<file path="src/rtl/vmem_arb_pkg.sv">
// Shared state encoding, port IDs and watchdog limit for the frame-buffer burst arbiter.
// The watchdog limit is only used when VMEM_ARB_TIMEOUT_EN is defined.
package vmem_arb_pkg;

    typedef enum logic [1:0] {
        ST_IDLE = 2'd0,
        ST_CMD  = 2'd1,
        ST_XFER = 2'd2
    } state_t;

    localparam logic PORT_WR = 1'b0;
    localparam logic PORT_RD = 1'b1;

    localparam logic [15:0] TIMEOUT_LIMIT = 16'hFFFF;

endpackage

</file>
<file path="src/rtl/vmem_arb_pick.sv">
// Combinational winner selection: starvation override, then single urgent port, then round robin.
module vmem_arb_pick
    import vmem_arb_pkg::*;
(
    input  logic i_wr_req,
    input  logic i_rd_req,
    input  logic i_wr_urgent,
    input  logic i_rd_urgent,
    input  logic i_wr_starved,
    input  logic i_rd_starved,
    input  logic i_rr_ptr,
    output logic o_winner
);

    // i_rr_ptr names the port that has preference on the next tie.
    always_comb begin
        o_winner = i_rr_ptr;
        if (i_wr_req && !i_rd_req) begin
            o_winner = PORT_WR;
        end else if (i_rd_req && !i_wr_req) begin
            o_winner = PORT_RD;
        end else if (i_rd_starved) begin
            o_winner = PORT_RD;
        end else if (i_wr_starved) begin
            o_winner = PORT_WR;
        end else if (i_wr_urgent && !i_rd_urgent) begin
            o_winner = PORT_WR;
        end else if (i_rd_urgent && !i_wr_urgent) begin
            o_winner = PORT_RD;
        end
    end

endmodule

</file>
<file path="src/rtl/vmem_burst_arbiter.sv">
// Two-port (sensor write / scaler read) burst arbiter driving one memory command port.
// Define VMEM_ARB_TIMEOUT_EN to add the XFER watchdog and the sticky timeout_err flag.
//
// state   | meaning
// IDLE    | waiting for enable and a request; winner latched into cmd_* on exit
// CMD     | cmd_valid held until cmd_ready; grant pulse follows the handshake
// XFER    | counting mem_beat until beat cmd_len; done pulse follows the last beat
module vmem_burst_arbiter
    import vmem_arb_pkg::*;
#(
    parameter int ADDR_BITS    = 25,
    parameter int LEN_BITS     = 8,
    parameter int STARVE_LIMIT = 4
) (
    input  logic                 mem_clk,
    input  logic                 mem_rst_n,
    input  logic                 enable,
    input  logic                 wr_req,
    input  logic [ADDR_BITS-1:0] wr_addr,
    input  logic [LEN_BITS-1:0]  wr_len,
    input  logic                 wr_urgent,
    output logic                 wr_grant,
    output logic                 wr_done,
    input  logic                 rd_req,
    input  logic [ADDR_BITS-1:0] rd_addr,
    input  logic [LEN_BITS-1:0]  rd_len,
    input  logic                 rd_urgent,
    output logic                 rd_grant,
    output logic                 rd_done,
    output logic                 cmd_valid,
    input  logic                 cmd_ready,
    output logic                 cmd_wr,
    output logic [ADDR_BITS-1:0] cmd_addr,
    output logic [LEN_BITS-1:0]  cmd_len,
    input  logic                 mem_beat,
    output logic                 busy,
    output logic                 timeout_err
);

    localparam int SW = $clog2(STARVE_LIMIT + 1);
    localparam logic [SW-1:0] STARVE_MAX = SW'(STARVE_LIMIT);

    state_t              r_state;
    logic                r_win;
    logic                r_rr_ptr;
    logic [SW-1:0]       r_wr_starve;
    logic [SW-1:0]       r_rd_starve;
    logic [LEN_BITS-1:0] r_beat_cnt;

    logic w_winner;
    logic w_timeout;
    logic w_burst_end;

    vmem_arb_pick u_pick (
        .i_wr_req     (wr_req),
        .i_rd_req     (rd_req),
        .i_wr_urgent  (wr_urgent),
        .i_rd_urgent  (rd_urgent),
        .i_wr_starved (r_wr_starve == STARVE_MAX),
        .i_rd_starved (r_rd_starve == STARVE_MAX),
        .i_rr_ptr     (r_rr_ptr),
        .o_winner     (w_winner)
    );

`ifdef VMEM_ARB_TIMEOUT_EN
    logic [15:0] r_wdog;

    assign w_timeout = (r_state == ST_XFER) && !mem_beat && (r_wdog == TIMEOUT_LIMIT);

    always_ff @(posedge mem_clk or negedge mem_rst_n) begin
        if (!mem_rst_n) begin
            r_wdog      <= '0;
            timeout_err <= 1'b0;
        end else begin
            if (r_state != ST_XFER || mem_beat) begin
                r_wdog <= '0;
            end else if (r_wdog != TIMEOUT_LIMIT) begin
                r_wdog <= r_wdog + 16'd1;
            end
            if (w_timeout) begin
                timeout_err <= 1'b1;
            end
        end
    end
`else
    assign w_timeout   = 1'b0;
    assign timeout_err = 1'b0;
`endif

    assign w_burst_end = (mem_beat && (r_beat_cnt == cmd_len)) || w_timeout;

    always_ff @(posedge mem_clk or negedge mem_rst_n) begin
        if (!mem_rst_n) begin
            r_state     <= ST_IDLE;
            r_win       <= PORT_WR;
            r_rr_ptr    <= PORT_WR;
            r_wr_starve <= '0;
            r_rd_starve <= '0;
            r_beat_cnt  <= '0;
            wr_grant    <= 1'b0;
            rd_grant    <= 1'b0;
            wr_done     <= 1'b0;
            rd_done     <= 1'b0;
            cmd_valid   <= 1'b0;
            cmd_wr      <= 1'b0;
            cmd_addr    <= '0;
            cmd_len     <= '0;
            busy        <= 1'b0;
        end else begin
            wr_grant <= 1'b0;
            rd_grant <= 1'b0;
            wr_done  <= 1'b0;
            rd_done  <= 1'b0;
            case (r_state)
                ST_IDLE: begin
                    // A done pulse still showing keeps this IDLE cycle free of arbitration.
                    if (enable && (wr_req || rd_req) && !wr_done && !rd_done) begin
                        r_win     <= w_winner;
                        cmd_wr    <= (w_winner == PORT_WR);
                        cmd_addr  <= (w_winner == PORT_WR) ? wr_addr : rd_addr;
                        cmd_len   <= (w_winner == PORT_WR) ? wr_len : rd_len;
                        cmd_valid <= 1'b1;
                        busy      <= 1'b1;
                        r_state   <= ST_CMD;
                    end
                end
                ST_CMD: begin
                    if (cmd_ready) begin
                        cmd_valid  <= 1'b0;
                        wr_grant   <= (r_win == PORT_WR);
                        rd_grant   <= (r_win == PORT_RD);
                        r_beat_cnt <= '0;
                        r_rr_ptr   <= ~r_win;
                        r_state    <= ST_XFER;
                        if (r_win == PORT_WR) begin
                            r_wr_starve <= '0;
                            if (rd_req && r_rd_starve != STARVE_MAX) begin
                                r_rd_starve <= r_rd_starve + 1'b1;
                            end
                        end else begin
                            r_rd_starve <= '0;
                            if (wr_req && r_wr_starve != STARVE_MAX) begin
                                r_wr_starve <= r_wr_starve + 1'b1;
                            end
                        end
                    end
                end
                ST_XFER: begin
                    if (w_burst_end) begin
                        wr_done <= (r_win == PORT_WR);
                        rd_done <= (r_win == PORT_RD);
                        busy    <= 1'b0;
                        r_state <= ST_IDLE;
                    end else if (mem_beat) begin
                        r_beat_cnt <= r_beat_cnt + 1'b1;
                    end
                end
                default: begin
                    busy    <= 1'b0;
                    r_state <= ST_IDLE;
                end
            endcase
        end
    end

endmodule

</file>
<file path="config.mk">
export PLATFORM = sky130hd
export DESIGN_NAME = vmem_burst_arbiter
export DESIGN_NICKNAME = d
export VERILOG_FILES = /design/src/rtl/vmem_arb_pkg.sv /design/src/rtl/vmem_arb_pick.sv /design/src/rtl/vmem_burst_arbiter.sv
export SDC_FILE = /design/constraint.sdc
export NUM_CORES = 1
export LEC_CHECK = 0
export CORE_UTILIZATION = 46
export DETAILED_ROUTE_END_ITERATION = 10
export PLACE_DENSITY = 0.95
export SYNTH_ARGS = -nofsm -noshare
export SYNTH_HDL_FRONTEND = slang
export SYNTH_SLANG_ARGS = --single-unit
</file>
<file path="constraint.sdc">
create_clock -name mem_clk -period 4.54 [get_ports mem_clk]
set_input_delay 0.681 -clock mem_clk [delete_from_list [all_inputs] [get_ports mem_clk]]
set_output_delay 0.681 -clock mem_clk [all_outputs]
set_load 0.01 [all_outputs]
</file>
==> qor.yml, run 1 <==
grt_pass1_vias: 2649
hold_buffers: 0
setup_viol_count_final: 0
dr.pass1.iters: 4
wire_per_inst_um: 17.9
cts_tree: "done"
yosysSeqAreaShare_pct: 51.5
cts.sinks: 58
syn_nets: 334
whs_ns: 0.462
grt_max_degree: 59
num_rows: 28
first_iter_violations: 236
relSlewSlack_pct: 34.1
htree_levels: 3
syn_avg_cell_area_um2: 11.1
worstMarginPinSlew_ns: 0.988
syn_area_mm2: 0.00282
swShare_pct: 32.7
synth.area.top_cells: "dfrtp_1 (51%), a221o_1 (12%), and2_0 (4.7%), and2_1 (2.9%), nand2_1 (2.8%)"
fin_crit_sh_pct: 61.0
crit_type: "in2reg"
pwr-share-seq_pct: 34.2
ys_warn_count: 0
fp.dieArea_mm2: 0.00645
die_h_um: 80.3
hold_violations: 0
path_clk_slew_ns: 0.07
ys_ff_latch: 58
period_minus_slack_ns: 2.77
path_max_fanout: 26
antenna_found_initial: 0
clockBufferDepth: 2
netlist-cell-type-count: 46
via_per_inst: 5.76
cts_resized: 0
cts_buffers: 9
irDropWorstVdd_mv: 0.344
gp_congestion: 0.804
fill_cells: 427
antenna_left: 0
coreArea_mm2: 0.00592
p_sw_uw: 852
clockPowerShare_pct: 24.7
p_leak_nw: 1.79
place.detailed.hpwl_mm: 5.60
gr-total-overflow: 0
via_count: 2571
finalPower_mw: 2.61
cp-startpoint: "wr_urgent"
reg2reg_to: "cmd_len[6]$_DFFE_PN0P_"
yosysTopAreaCell: "dfrtp_1"
arrival_ns: 3.03
grt_usage_pct: 26.3
die_w_um: 80.3
hold_path_class: "in2async"
drv_slew: 0
rsz0062_at_grt: "no"
start_kind: "primary input"
internal-power_mw: 1.75
ios: 116
portBuffers: 114
setup_tns_ns: 0
maxCapViolCount: 0
area_delta_synth_final_pct: 50.8
fmax_mhz: 361
endpoint_kind: "flop"
grt_pass1_wl_mm: 12.4
drive_gt1_share_pct: 7.82
wl_mm: 8.00
status: "finished clean"
p_per_area_mw_per_mm2: 612
post_cts_buffers: 0
required_ns: 4.81
clock_skew_ns: 0.00943
clockRootBuffer: "clkbuf_8"
timing.rr.start: "r_state[0]$_DFFE_PN0P_"
ff2ff_setup_slack_ns: 2.10
nets: 446
synth_top_area_share_pct: 51.5
endpoint: "cmd_len[6]$_DFFE_PN0P_"
drc_errors: 0
clock_latency_ns: 0.34
comb_power_share_pct: 41.1
syn_inst: 254
diodes: 0
worstRegToRegCells: 5
initial_utilization_pct: 47.6
## area by class of cell
cell class                      count  area, um^2  area share [%]
Clock buffer                       11         141            3.32
Tap cell                           75        93.8            2.21
Multi-Input combinational cell    171        1250            29.4
Sequential cell                    58        1450            34.1
Clock inverter                      5         125            2.94
Timing Repair Buffer              117        1160            27.2
Inverter                            9        33.8           0.794
## layer usage
metal | global-route usage (%) | vias up | share of wire (%)
li1 | - | 1155 | -
met1 | 29.0 | 1255 | 37
met2 | 44.5 | 126 | 51
met3 | 6.48 | 35 | 6.9
met4 | 18.2 | 0 | 4.6
met5 | 0 | - | 0
## worst min path at each step
| stage | start | to | depth (start not counted) |
|---|---|---|---|
| after floorplan | mem_rst_n | busy$_DFFE_PN0P_ | 0 |
| after CTS | r_rr_ptr$_DFFE_PN0P_ | r_rr_ptr$_DFFE_PN0P_ | 1 |
| after detailed placement | r_rr_ptr$_DFFE_PN0P_ | r_rr_ptr$_DFFE_PN0P_ | 1 |
| after global placement | cmd_valid$_DFFE_PN0P_ | cmd_valid$_DFFE_PN0P_ | 2 |
| final | mem_rst_n | rd_grant$_DFF_PN0_ | 2 |
| after global routing | r_rr_ptr$_DFFE_PN0P_ | r_rr_ptr$_DFFE_PN0P_ | 1 |
## state kept, by name, summed over array words and instances, names as in the netlist
register / cells
cmd_valid: 1
cmd_len: 8
rd_done: 1
wr_grant: 1
r_rd_starve: 3
cmd_wr: 1
r_state: 2
r_win: 1
busy: 1
r_rr_ptr: 1
cmd_addr: 25
r_wr_starve: 3
rd_grant: 1
wr_done: 1
r_beat_cnt: 8
## Yosys cell counts (all sizes together)
master / n
a21o: 4
a21oi: 6
a221o: 33
a22o: 1
a22oi: 1
a31oi: 2
a41o: 1
and2: 34
and4: 1
buf: 9
clkbuf: 7
conb: 1
dfrtp: 58
ha: 5
inv: 9
maj3: 1
mux2: 1
mux2i: 2
nand2: 21
nand2b: 1
nand3: 5
nand3b: 1
nand4: 4
nor2: 10
nor3: 1
nor3b: 2
nor4: 3
o2111ai: 2
o211ai: 3
o21a: 1
o21ai: 10
o221a: 1
o22ai: 1
o31ai: 1
or3: 3
xnor2: 8
## worst max-delay path, stage by stage
cell             delay (ns)
clkdlybuf4s50_1        0.46
inv_1                  0.04
maj3_1                 0.35
nand3_1                0.11
and4_1                 0.87
buf_4                  0.31
a221o_1                0.20
## layout by cell type (no fill, tap or decap), types with 2 or more instances in the layout
cell	instances
nand2_1	21
mux2i_1	2
clkdlybuf4s50_1	113
ha_1	5
and2_0	21
o211ai_1	3
or3_1	3
buf_4	3
nor4_1	2
clkbuf_8	10
bufinv_16	4
nand3_1	5
a21oi_1	6
a221o_1	33
xnor2_1	8
dfrtp_1	58
inv_1	8
nand4_1	4
a21o_1	4
and2_1	13
o21ai_0	9
nor2_1	9
## kinds of logic (layout without fill, tap and decap cells)
logic type      Yosys count  count (layout)  synth area share, %
simple gates             86              86                 17.6
flops                    58              58                 51.5
buf+inv                  25             142                 4.21
mux                       3               3                 1.11
xor+xnor                  8               8                 2.48
other cells               1               1                0.133
compound gates           67              67                 20.5
fa+ha+maj                 6               6                 2.57
## metrics by stage
step	utilization [%]	setup slack [ns]	instance area, um^2	cells
finish	71.9	1.77	4250	446
global route	71.9	1.69	4250	446
CTS	71.9	1.80	4250	446
detailed placement	67.4	1.45	3990	430
global placement	67.4	1.61	3990	430
floorplan	-	2.63	2820	254
## power by group through the flow
stage,Clock (mW),Combinational (mW),Sequential [mW]
2_1_floorplan,0,0.514,0.917
3_3_place_gp,0,1.01,0.885
3_5_place_dp,0,1.06,0.887
4_1_cts,0.647,1.07,0.888
5_1_grt,0.667,1.16,0.914
6_report,0.643,1.07,0.892
Note: power is estimated with default switching activity, not from simulation.
==> inputs of run 2 (changes only) <==
--- a/config.mk
+++ b/config.mk
@@ -5,9 +5,9 @@
 export SDC_FILE = /design/constraint.sdc
 export NUM_CORES = 1
 export LEC_CHECK = 0
-export CORE_UTILIZATION = 46
+export CORE_UTILIZATION = 43
 export DETAILED_ROUTE_END_ITERATION = 10
-export PLACE_DENSITY = 0.95
+export PLACE_DENSITY = 0.92
 export SYNTH_ARGS = -nofsm -noshare
 export SYNTH_HDL_FRONTEND = slang
 export SYNTH_SLANG_ARGS = --single-unit
==> constraint.sdc (replaced) <==
create_clock -name mem_clk -period 2.8 [get_ports mem_clk]
set_input_delay 0.42 -clock mem_clk [delete_from_list [all_inputs] [get_ports mem_clk]]
set_output_delay 0.42 -clock mem_clk [all_outputs]
set_load 0.01 [all_outputs]
==> qor.yml, run 2 (same netlist as run 1, synthesis figures left out) <==
status: "finished clean"
first_iter_violations: 165  # -30%
mostFrequentLayoutCells: "clkdlybuf4s50_1 (113), dfrtp_1 (58), a221o_1 (33)"
endpoint_kind: "flop"
cts_resized: 0  # unchanged
die_h_um: 83.0  # +3.3%
via_count: 2545  # -1.0%
fmax_mhz: 518
antenna_found_initial: 0  # unchanged
regMostFlops: "cmd_addr"
p_per_area_mw_per_mm2: 940  # +54%
rsz0062_at_grt: "no"
hold_violations: 0  # unchanged
portBuffers: 114  # unchanged
fin_crit_sh_pct: 68.9
largest_registers: "cmd_addr: 25 flops, cmd_len: 8 flops, r_beat_cnt: 8 flops"
path_max_fanout: 35  # +35%
crit_type: "in2reg"
grt_usage_pct: 23.6  # -2.7 points
path_clk_slew_ns: 0.07  # about the same
post_cts_buffers: 0  # unchanged
largest_reg_flops: 25  # unchanged
grt_max_degree: 59  # unchanged
irDropWorstVdd_mv: 0.532  # +55%
setup_viol_count_final: 0  # unchanged
ios: 116  # unchanged
start_kind: "primary input"
place.detailed.hpwl_mm: 5.59  # -0.15%
gp_congestion: 0.775  # -3.5%
mostFrequentLayoutCell: "clkdlybuf4s50_1"
arrival_ns: 2.14  # -0.89 ns
maxCapViolCount: 0  # unchanged
period_minus_slack_ns: 1.93
initial_utilization_pct: 44.4  # -3.2 points
cts_tree: "done"
cts_buffers: 9  # unchanged
dr.pass1.iters: 4  # unchanged
fp.dieArea_mm2: 0.00689  # +6.8%
hold_buffers: 0  # unchanged
htree_levels: 3  # unchanged
wl_mm: 7.77  # -2.9%
drc_errors: 0  # unchanged
via_per_inst: 5.63  # -2.3%
cts.sinks: 58  # unchanged
required_ns: 3.01  # -1.80 ns
drv_slew: 0  # unchanged
grt_pass1_wl_mm: 12.7  # +2.4%
clockRootBuffer: "clkbuf_8"
relSlewSlack_pct: 51.3  # +17 points
coreArea_mm2: 0.00635  # +7.2%
clock_latency_ns: 0.33  # about the same
p_leak_nw: 1.78  # -0.51%
grt_pass1_vias: 2660  # +0.42%
gr-total-overflow: 0  # unchanged
diodes: 0  # unchanged
antenna_left: 0  # unchanged
fin_cells: 452  # +1.3%
setup_tns_ns: 0  # unchanged
nets: 450  # +0.90%
hold_path_class: "in2async"
wire_per_inst_um: 17.2  # -4.2%
drive_gt1_share_pct: 9.07  # +1.2 points
worstMarginPinSlew_ns: 0.731  # -0.257 ns
clock_skew_ns: 0.00963  # +0.000198 ns
die_w_um: 83.0  # +3.3%
clockBufferDepth: 2  # unchanged
area_delta_synth_final_pct: 49.8
dp_cells: 436  # +1.4%
num_rows: 29  # +3.6%
==> run 2: cell count changes in the layout (fill, tap and decap cells not counted) <==
| cell | change |
|---|---|
| buf_4 | +4 |
| bufinv_16 | -3 |
| clkinvlp_4 | +1 |
| clkbuf_1 | -1 |
| clkbuf_8 | +1 |
| clkinv_2 | +2 |
==> run 2: final timing paths <==
check,to,start,slack (ns),cells past startpoint
worst min register to register,cmd_valid$_DFFE_PN0P_,cmd_valid$_DFFE_PN0P_,0.48,2
max in group asynchronous,r_beat_cnt[7]$_DFFE_PN0P_,mem_rst_n,2.09,2
worst max register to register,cmd_len[7]$_DFFE_PN0P_,r_state[0]$_DFFE_PN0P_,0.87,6
min in group mem_clk,cmd_valid$_DFFE_PN0P_,cmd_valid$_DFFE_PN0P_,0.48,2
worst max-delay path,cmd_len[7]$_DFFE_PN0P_,wr_urgent,0.87,7
worst min-delay path,rd_grant$_DFF_PN0_,mem_rst_n,0.22,2
==> run 2: where the power goes <==
| part | switching (mW) | total (mW) | leakage (nW) | internal [mW] |
|---|---|---|---|---|
| combinational | 0.743 | 1.73 | 0.944 | 0.989 |
| clock | 0.337 | 0.791 | 0.105 | 0.455 |
| sequential | 0.285 | 1.45 | 0.732 | 1.16 |
| total | 1.37 | 3.97 | 1.78 | 2.61 |
==> run 2: layout make-up <==
| type | instances | area (um^2) |
|---|---|---|
| clock buffers | 11 | 151 |
| well taps | 77 | 96.3 |
| fillers | 483 | 2130 |
| clock inverters | 5 | 52.6 |
| repair buffers | 121 | 1190 |
| flip-flops and latches | 58 | 1450 |
| inverters | 9 | 33.8 |
| multi-input cells | 171 | 1250 |
==> run 2: layer usage <==
layer	up-vias	track usage, %	part of all wire [%]
met5	-	0	0
met4	0	11.4	2.8
li1	1165	-	-
met1	1234	28.0	39
met3	22	5.96	6.4
met2	124	39.9	51
==> run 2: through the flow <==
step	total power, mW	hold slack, ns	util (%)	cell area (um^2)	worst slack (ns)
global placement	3.10	0.462	63.3	4020	0.578
finish	3.97	0.218	66.5	4220	0.871
detailed placement	3.19	0.470	63.3	4020	0.519
global route	4.21	0.297	66.5	4220	0.758
CTS	3.99	0.253	66.5	4220	0.885
floorplan	2.32	0.124	-	2820	1.13
==> run 2: critical path, cell delays in order <==
cell and delay [ns]:
clkdlybuf4s50_1 0.46, inv_1 0.04, maj3_1 0.34, nand2_1 0.12, a31oi_4 0.08, buf_4 0.26
a221o_1 0.40
==> inputs of run 3 (changes only) <==
--- a/config.mk
+++ b/config.mk
@@ -5,9 +5,9 @@
 export SDC_FILE = /design/constraint.sdc
 export NUM_CORES = 1
 export LEC_CHECK = 0
-export CORE_UTILIZATION = 43
+export CORE_UTILIZATION = 39
 export DETAILED_ROUTE_END_ITERATION = 10
-export PLACE_DENSITY = 0.92
+export PLACE_DENSITY = 0.89
 export SYNTH_ARGS = -nofsm -noshare
 export SYNTH_HDL_FRONTEND = slang
 export SYNTH_SLANG_ARGS = --single-unit
==> constraint.sdc (replaced) <==
create_clock -name mem_clk -period 1.71 [get_ports mem_clk]
set_input_delay 0.2565 -clock mem_clk [delete_from_list [all_inputs] [get_ports mem_clk]]
set_output_delay 0.2565 -clock mem_clk [all_outputs]
set_load 0.01 [all_outputs]
==> qor.yml, run 3 (same netlist as run 1, synthesis figures left out) <==
fin_crit_sh_pct: 96.6
cts_buffers: 9  # unchanged
area_delta_synth_final_pct: 57.5
rsz0062_at_grt: "yes"
path_clk_slew_ns: 0.06  # about the same
grt_pass1_vias: 2739  # +3.0%
cpPeakStageDelay_ns: 0.41  # -0.05 ns
coreArea_mm2: 0.00691  # +8.8%
pre_cts_slack_ns: -0.316  # -0.835 ns
p_per_area_mw_per_mm2: 1490  # +59%
fill_cells: 549  # +14%
diodes: 0  # unchanged
period_minus_slack_ns: 1.65
post-route-util_pct: 64.3  # -2.2 points
hold_path_class: "in2async"
portBuffers: 114  # unchanged
mostFrequentLayoutCells: "clkdlybuf4s50_1 (113), dfrtp_1 (58), a221o_1 (33)"
slowest_stage: "dfrtp_1"
arrival_ns: 1.86  # -0.28 ns
dp_cells: 473  # +8.5%
largest_registers: "cmd_addr: 25 flops, cmd_len: 8 flops, r_beat_cnt: 8 flops"
design_area_mm2: 0.00444  # +5.2%
via_per_inst: 5.40  # -4.1%
required_ns: 1.92  # -1.09 ns
antenna_found_initial: 0  # unchanged
fin_cells: 492  # +8.8%
mostFrequentLayoutCell: "clkdlybuf4s50_1"
irDropWorstVdd_mv: 0.812  # +53%
drc_errors: 0  # unchanged
crit_buf_inv: 1  # -2
clock_latency_ns: 0.33  # about the same
setup_viol_count_final: 0  # unchanged
clockRootBuffer: "clkbuf_8"
drive_gt1_share_pct: 15.2  # +6.1 points
whs_ns: 0.331  # +0.114 ns
ios: 116  # unchanged
finalPower_mw: 6.63  # +67%
clock_skew_ns: 0.00835  # -0.00128 ns
largest_reg_flops: 25  # unchanged
first_iter_violations: 176  # +6.7%
setup_tns_ns: 0  # unchanged
cts.sinks: 58  # unchanged
status: "finished clean"
clockBufferDepth: 2  # unchanged
crit_chain: "nor4_4, o21ai_2, buf_12, and2_1, a221o_1"
gr-total-overflow: 0  # unchanged
initial_utilization_pct: 40.8  # -3.6 points
grt_pass1_wl_mm: 13.1  # +3.6%
via_count: 2657  # +4.4%
fmax_mhz: 605
nets: 471  # +4.7%
die_h_um: 87.0  # +4.9%
antenna_left: 0  # unchanged
regMostFlops: "cmd_addr"
wl_mm: 8.22  # +5.8%
cts_tree: "done"
die_w_um: 87.0  # +4.9%
maxCapViolCount: 0  # unchanged
drv_slew: 0  # unchanged
fp.dieArea_mm2: 0.00758  # +10%
crit_type: "reg2reg"
grt_usage_pct: 22.9  # -0.64 points
place.detailed.hpwl_mm: 5.91  # +5.8%
placement.cell_area_mm2: 0.00423  # +5.2%
htree_levels: 3  # unchanged
wire_per_inst_um: 16.7  # -2.8%
gp_congestion: 0.821  # +5.9%
start_kind: "flop"
hold_violations: 0  # unchanged
fin_ws_ns: 0.0578  # -0.813 ns
p_leak_nw: 1.89  # +6.3%
path_max_fanout: 34  # -2.9%
endpoint_kind: "flop"
dr.pass1.iters: 4  # unchanged
grt_max_degree: 35  # -41%
num_rows: 30  # +3.4%
critical_path.top_delay_family: "simple AND/OR/NAND/NOR gates"
[run 3: changes by cell type in the layout (fill, tap and decap cells not counted), moves of 2 or more]
cell / change
nand2_2: +2
nand2_1: -2
buf_12: +4
and2_4: +4
buf_4: +16
and2_0: -3
clkbuf_1: +3
[run 3: repair_timing]
action	CTS	global route
gates cloned	0	0
hold buffers	1	0
gates resized for setup	2	12
setup endpoints to repair	32	37
buffers inserted	1	1
pin swaps	0	4
endpoints found under the hold margin	52	0
[run 3: final timing paths]
check / from / to / slack [ns] / cells after the start
min in group mem_clk: cmd_valid$_DFFE_PN0P_ / cmd_valid$_DFFE_PN0P_ / 0.47 / 2
max: r_state[1]$_DFFE_PN0P_ / cmd_len[2]$_DFFE_PN0P_ / 0.06 / 5
min: mem_rst_n / cmd_addr[13]$_DFFE_PN0P_ / 0.33 / 2
max in group asynchronous: mem_rst_n / cmd_addr[2]$_DFFE_PN0P_ / 0.88 / 3
min reg2reg: cmd_valid$_DFFE_PN0P_ / cmd_valid$_DFFE_PN0P_ / 0.47 / 2
max reg2reg: r_state[1]$_DFFE_PN0P_ / cmd_len[2]$_DFFE_PN0P_ / 0.06 / 5
[run 3: routing by layer]
| metal | up-vias | routed length, um | global-route usage, % |
|---|---|---|---|
| met5 | - | 0 | 0 |
| met2 | 115 | 4250 | 39.4 |
| met1 | 1315 | 3180 | 26.9 |
| met3 | 21 | 582 | 5.50 |
| met4 | 0 | 210 | 11.1 |
| li1 | 1206 | - | - |
[run 3: report_power, final]
part	internal [mW]	total [mW]	switching [mW]
sequential	1.91	2.31	0.406
clock	0.559	1.07	0.513
combinational	1.87	3.24	1.37
[run 3: final cells by class]
type | instances | area [um^2] | share of cell area [%]
sequential | 58 | 1450 | 32.7
timing repair buffer | 142 | 1400 | 31.5
multi-input combinational | 171 | 1270 | 28.7
clock buffer | 13 | 149 | 3.35
tap | 96 | 120 | 2.70
inverter | 9 | 33.8 | 0.761
clock inverter | 3 | 15.0 | 0.338
